==> src/rtl/md_issue.sv <==
// E-stage issue control for the iterative multiply/divide unit, plus the
// architectural HI/LO registers and mfhi/mflo read-out.
module md_issue #(
  parameter int unsigned DATA_W = 32
) (
  input  logic              clk,
  input  logic              reset,
  input  logic              op_valid,
  input  logic [3:0]        op,
  input  logic [DATA_W-1:0] rs_val,
  input  logic [DATA_W-1:0] rt_val,
  input  logic              e_flush,
  output logic [DATA_W-1:0] D1,
  output logic [DATA_W-1:0] D2,
  output logic              Start,
  output logic              MDSign,
  output logic              MD,
  input  logic              Busy,
  input  logic [DATA_W-1:0] HI,
  input  logic [DATA_W-1:0] LO,
  output logic              stall,
  output logic [DATA_W-1:0] rd_data,
  output logic [DATA_W-1:0] hi_q,
  output logic [DATA_W-1:0] lo_q
);

  localparam logic [3:0] OP_MULT  = 4'd1;
  localparam logic [3:0] OP_MULTU = 4'd2;
  localparam logic [3:0] OP_DIV   = 4'd3;
  localparam logic [3:0] OP_DIVU  = 4'd4;
  localparam logic [3:0] OP_MFHI  = 4'd5;
  localparam logic [3:0] OP_MTHI  = 4'd7;
  localparam logic [3:0] OP_MTLO  = 4'd8;

  typedef enum logic [1:0] {IDLE = 2'd0, ISSUE = 2'd1, RUN = 2'd2} state_e;

  state_e            state_q, state_d;
  logic [DATA_W-1:0] d1_q, d1_d, d2_q, d2_d;
  logic [DATA_W-1:0] hi_d, lo_d;
  logic              start_q, start_d;
  logic              sign_q, sign_d;
  logic              md_q, md_d;

  logic md_class, is_mul, is_div, div_zero, accept, launch, capture;

  // Decode; stall depends only on op_valid/op/state so operand forwarding cannot loop.
  always_comb begin
    md_class = (op >= OP_MULT) && (op <= OP_MTLO);
    is_mul   = (op == OP_MULT) || (op == OP_MULTU);
    is_div   = (op == OP_DIV) || (op == OP_DIVU);
    div_zero = is_div && (rt_val == '0);
    stall    = op_valid && md_class && (state_q != IDLE);
    accept   = op_valid && !e_flush && !stall;
    launch   = accept && (state_q == IDLE) && (is_mul || is_div) && !div_zero;
    capture  = (state_q == RUN) && !Busy;
    rd_data  = (op == OP_MFHI) ? hi_q : lo_q;
  end

  always_ff @(posedge clk or negedge reset) begin
    if (!reset) begin
      state_q <= IDLE;
      start_q <= 1'b0;
      sign_q  <= 1'b0;
      md_q    <= 1'b0;
      d1_q    <= '0;
      d2_q    <= '0;
      hi_q    <= '0;
      lo_q    <= '0;
    end else begin
      state_q <= state_d;
      start_q <= start_d;
      sign_q  <= sign_d;
      md_q    <= md_d;
      d1_q    <= d1_d;
      d2_q    <= d2_d;
      hi_q    <= hi_d;
      lo_q    <= lo_d;
    end
  end

  always_comb begin
    state_d = state_q;
    unique case (state_q)
      IDLE:    if (launch) state_d = ISSUE;
      ISSUE:   state_d = RUN;
      RUN:     if (!Busy) state_d = IDLE;
      default: state_d = IDLE;
    endcase
  end

  // Launch operands, completion capture and mthi/mtlo writes.
  always_comb begin
    start_d = launch;
    sign_d  = sign_q;
    md_d    = md_q;
    d1_d    = d1_q;
    d2_d    = d2_q;
    hi_d    = hi_q;
    lo_d    = lo_q;
    if (launch) begin
      d1_d   = rs_val;
      d2_d   = rt_val;
      sign_d = (op == OP_MULT) || (op == OP_DIV);
      md_d   = is_div;
    end
    if (capture) begin
      hi_d = HI;
      lo_d = LO;
    end else if (accept && (op == OP_MTHI)) begin
      hi_d = rs_val;
    end else if (accept && (op == OP_MTLO)) begin
      lo_d = rs_val;
    end
  end

  assign D1     = d1_q;
  assign D2     = d2_q;
  assign Start  = start_q;
  assign MDSign = sign_q;
  assign MD     = md_q;

endmodule

==> config.mk <==
export PLATFORM = sky130hd
export DESIGN_NAME = md_issue
export DESIGN_NICKNAME = d
export VERILOG_FILES = /design/src/rtl/md_issue.sv
export SDC_FILE = /design/constraint.sdc
export NUM_CORES = 1
export LEC_CHECK = 0
export CORE_AREA = 2 2 116 118
export CTS_CLUSTER_DIAMETER = 60
export CTS_CLUSTER_SIZE = 30
export DETAILED_ROUTE_END_ITERATION = 16
export DIE_AREA = 0 0 118 120
export DONT_BUFFER_PORTS = 1
export PLACE_DENSITY = 0.58
export SLEW_MARGIN = 20
export SYNTH_ARGS = -nofsm -noshare
export SYNTH_HDL_FRONTEND = slang
export SYNTH_SLANG_ARGS = --single-unit
==> constraint.sdc <==
create_clock -name clk -period 7.5 [get_ports clk]
set_input_delay 0.75 -clock clk [delete_from_list [all_inputs] [get_ports clk]]
set_output_delay 0.75 -clock clk [all_outputs]
set_load 0.01 [all_outputs]
# Word-level counts from Yosys, hierarchy flattened

Cells that the tools add are included.

Bits of input ports: 137
Register bits after elaboration: 133
Output and inout bits: 164

$lt $le $gt $ge: 2
Reduce and logical (&&, ||, !) cells: 27
Mux-type cells: 9
Equal/unequal tests: 12

Operators with widths:

| kind                                                              | number |
|---|---|
| two-way mux 32 bit                                                | 6 |
| zero test 32 bit                                                  | 1 |
| equality test 4 x 3 -> 1 bit, second input constant               | 3 |
| logical AND 1 bit                                                 | 12 |
| equality test 4 x 2 -> 1 bit, second input constant               | 2 |
| != test 2 bit, second input constant                              | 3 |
| one-hot mux 2 bit (3 select lines)                                | 1 |
| nonzero test 2 bit                                                | 3 |
| equality test 4 x 1 -> 1 bit, second input constant               | 1 |
| equality test 4 bit, second input constant                        | 1 |
| greater-or-equal comparator 4 x 1 -> 1 bit, second input constant | 1 |
| less-or-equal comparator 4 bit, second input constant             | 1 |
| zero test 1 bit                                                   | 4 |
| logical OR 1 bit                                                  | 4 |
| two-way mux 2 bit                                                 | 2 |
| AND reduction 2 bit                                               | 2 |
| equality test 2 x 1 -> 1 bit, second input constant               | 1 |
| equality test 2 bit, second input constant                        | 1 |
| zero test 2 bit                                                   | 1 |

# Longest topological paths before layout

Depth after elaboration: 11
Mapped depth: 7
Mapped depth without buffers: 5

# Worst setup path after synthesis

OpenSTA, ideal clock, no wires.

Path kind: input-to-output
Start: input op[3]
End: output rd_data[10]
Cell stages on the path: 5
Slack: 4.659 ns
Arrival time: 2.091 ns
Cell sequence: clkbuf_1 > nor4bb_1 > clkbuf_1 > buf_1 > mux2_2

Longest elaborated chain between the ends: 2

RTL lines:

| what                         | RTL line | text |
|---|---|---|
| start, declared              | 9        | `input logic [3:0] op,` |
| equality test 4 x 3 -> 1 bit | 56       | `rd_data = (op == OP_MFHI) ? hi_q : lo_q;` |
| two-way mux 32 bit           | 56       |  |
| end, declared                | 22       | `output logic [DATA_W-1:0] rd_data,` |

Every way passes these cells.

# Final worst setup path

Start: register state_q[0]
End: register d1_q[26] (netlist: D1[26])

Longest elaborated chain between the ends: 7

RTL lines:

| what                             | RTL line | text |
|---|---|---|
| start, declared                  | 37       | `state_e state_q, state_d;` |
| start signal, assigned           | 70       | `state_q <= state_d;` |
| nonzero test 2 bit               | 52       | `stall = op_valid && md_class && (state_q != IDLE);` |
| logical AND 1 bit                | 52       |  |
| zero test 1 bit                  | 53       | `accept = op_valid && !e_flush && !stall;` |
| logical AND 1 bit                | 53       |  |
| logical AND 1 bit * (3 in a row) | 54       | `launch = accept && (state_q == IDLE) && (is_mul \|\| is_div) && !div_zero;` |
| end signal, assigned             | 65       | `d1_q <= '0;` |
| end signal, assigned             | 74       | `d1_q <= d1_d;` |
| end, declared                    | 38       | `logic [DATA_W-1:0] d1_q, d1_d, d2_q, d2_d;` |

Mark *: on every way between the ends. The rest lies on a longest branch, timed or not.
A chain may end at the register's enable or synchronous reset.

==> reports/results.ini <==
[detailed_routing]
drt-initial-drc-count = 176
drc = 0
wire_per_inst_um = 22.5
avgViaCountPerCell = 5.79
antenna_left = 0
wl_um = 15200
num_vias = 3903
drt_first_pass_iters = 6

[placement]
gp_congestion = 0.817
place_worst_setup_slack_ns = 3.73
dpl.hpwl_um = 10500
place_area_um2 = 6160
port_buffers = 0

[timing]
clock.fmax_mhz = 291
maxSlewHeadroom_pct = 45.2
fin_crit_sh_pct = 45.7
maxSlewViolCount = 0
hold_viol_final = 0
tightest_slew_ns = 0.820
rsz0062_at_grt = no
setup_violations = 0
skew_ns = 0.00838
min_period_ns = 3.43
finalWorstSetupSlack_ns = 4.07
hold_ws_ns = 0.0358
setup_tns_ns = 0

[clocking]
post_cts_buffers = 0
clk_path_buf_depth = 2
cts_sinks = 133
cts_buffers = 17
cts_tree = done
cts_hold_buffers = 0
root_buffer = clkbuf_16
cts-resized-gates = 0
clock_latency_ns = 0.41
cts_max_level = 4
clk_pin_slew_ns = 0.06

[synth]
syn_inst = 491
synth_nets = 628
syn-cell-area_um2 = 6010
synth_cell_type_count = 24
yosys_register_bits = 133
ys_warn_count = 0
ys_seq_area_share_pct = 55.3
synth.avg_cell_area_um2 = 12.2

[critical_path]
r2r_slack_ns = 4.07
crit_start = state_q[0]$_DFFE_PN0P_
worst_ep_arrival_time_ns = 3.73
required_ns = 7.79
crit_end = D1[26]$_DFFE_PN0P_
r2r_cells = 5
path_max_fanout = 40
cp-start-kind = flop
r2r_start = state_q[0]$_DFFE_PN0P_
critPathKind = flop to flop
r2r-end = D1[26]$_DFFE_PN0P_
end_kind = flop

[layout]
fin_nets = 622
fillers = 1161
antenna_cells = 0
drive_above_1_share_pct = 20.3
syn_to_final_growth_pct = 14.0
final_util_pct = 52.8
fin_area_um2 = 6860

[power_and_ir_drop]
leakage_nw = 2.77
powerDensity_nw_per_um2 = 356
peakVddDrop_uv = 145

[global_route]
antenna_found_initial = 0
grt_max_degree = 134
grt_pass1_vias = 4135
overflow = 0
grt_pass1_wl_um = 23400
grt_usage_pct = 21.8

[floorplanning]
num_io_pins = 301
dieArea_um2 = 14200
die_height_um = 120
rows = 42
die_x_um = 118
start_util_pct = 46.3
core_area_um2 = 13000

[flow_run]
cap_viol_max_count = 0

[hold_path]
min_path_type = primary input to async pin

[outcome]
status = finished, final reports clean

==> critical path: stages (launching register included) <==
cell and delay [ns]:
dfrtp_1 0.42, or4b_1 0.62, or4b_4 0.56, a21oi_4 0.66, buf_4 0.63, mux2_2 0.41
==> through the flow <==
step / power (mW) / instances
6_report: 2.44 / 674
3_5_place_dp: 1.51 / 641
3_3_place_gp: 1.49 / 641
5_1_grt: 2.56 / 674
2_1_floorplan: 1.40 / 491
4_1_cts: 2.47 / 673
==> synth_stat cells <==
library cell	instances	share of area, %
a21oi_2	1	0.15
buf_1	6	0.37
or4b_4	1	0.23
mux2i_1	65	11
xor2_1	1	0.15
nand2_1	70	4.4
nor3b_1	2	0.25
buf_2	5	0.42
o22a_1	1	0.15
or4b_1	1	0.17
mux2_2	58	11
nor2_1	4	0.25
dfrtp_1	133	55
a21oi_1	3	0.25
nor4bb_1	1	0.17
nand4b_1	1	0.15
nor4_1	10	1.0
buf_4	1	0.12
clkbuf_1	16	1.0
nand3b_1	1	0.12
o21ai_0	66	5.5
mux2_1	39	7.3
nor3_1	1	0.083
buf_6	4	0.75
==> area by class of cell <==
cell class              count  area (um^2)  share of cell area (%)
flip-flops and latches    133         3330                    48.5
multi-input cells         326         2570                    37.5
clock buffers              20          457                    6.66
clock inverters            12          224                    3.27
well taps                 176          220                    3.21
repair buffers              7         55.1                   0.803
==> sequential cells by signal, summed over array words and instances (netlist names) <==
register  flops
D2           32
MD            1
D1           32
state_q       2
MDSign        1
hi_q         32
Start         1
lo_q         32
==> logic make-up after synthesis <==
group / synth area share (%)
mux: 29.0
xor+xnor: 0.146
buf+inv: 2.66
compound gates: 6.03
simple gates: 6.82
flops: 55.3
==> report_power, final <==
part           leakage, nW  total [mW]  internal [mW]  switching (mW)
sequential            1.63        1.19          0.916           0.278
combinational        0.810       0.300          0.156           0.144
clock                0.331       0.947          0.642           0.305
==> metal layers <==
metal  track usage [%]  part of all wire (%)
met5                 0                     0
met3              10.5                    10
met1              23.7                    38
met2              36.9                    50
met4              7.98                   2.0
==> layout by cell type (no fill, tap or decap), drive strengths merged, types with 2 or more instances in the layout <==
cell type and count:
nand2 70, nor2 4, a21oi 4, dfrtp 133, bufinv 6, mux2i 65
o21ai 66, clkbuf 20, nor3b 2, clkinv 4, mux2 97, nor4 10
buf 6, or4b 2
==> how the worst min path moves through the flow <==
| stage | startpoint | end | slack (ns) | depth (start not counted) |
|---|---|---|---|---|
| 2_1_floorplan | reset | D1[0]$_DFFE_PN0P_ | 0.45 | 0 |
| 3_3_place_gp | reset | lo_q[13]$_DFFE_PN0P_ | 0.46 | 0 |
| 3_5_place_dp | reset | D1[10]$_DFFE_PN0P_ | 0.46 | 0 |
| 4_1_cts | reset | D1[10]$_DFFE_PN0P_ | 0.01 | 0 |
| 5_1_grt | reset | hi_q[10]$_DFFE_PN0P_ | 0.002 | 0 |
| 6_report | reset | lo_q[9]$_DFFE_PN0P_ | 0.04 | 0 |
(Power assumes the default switching activity.)
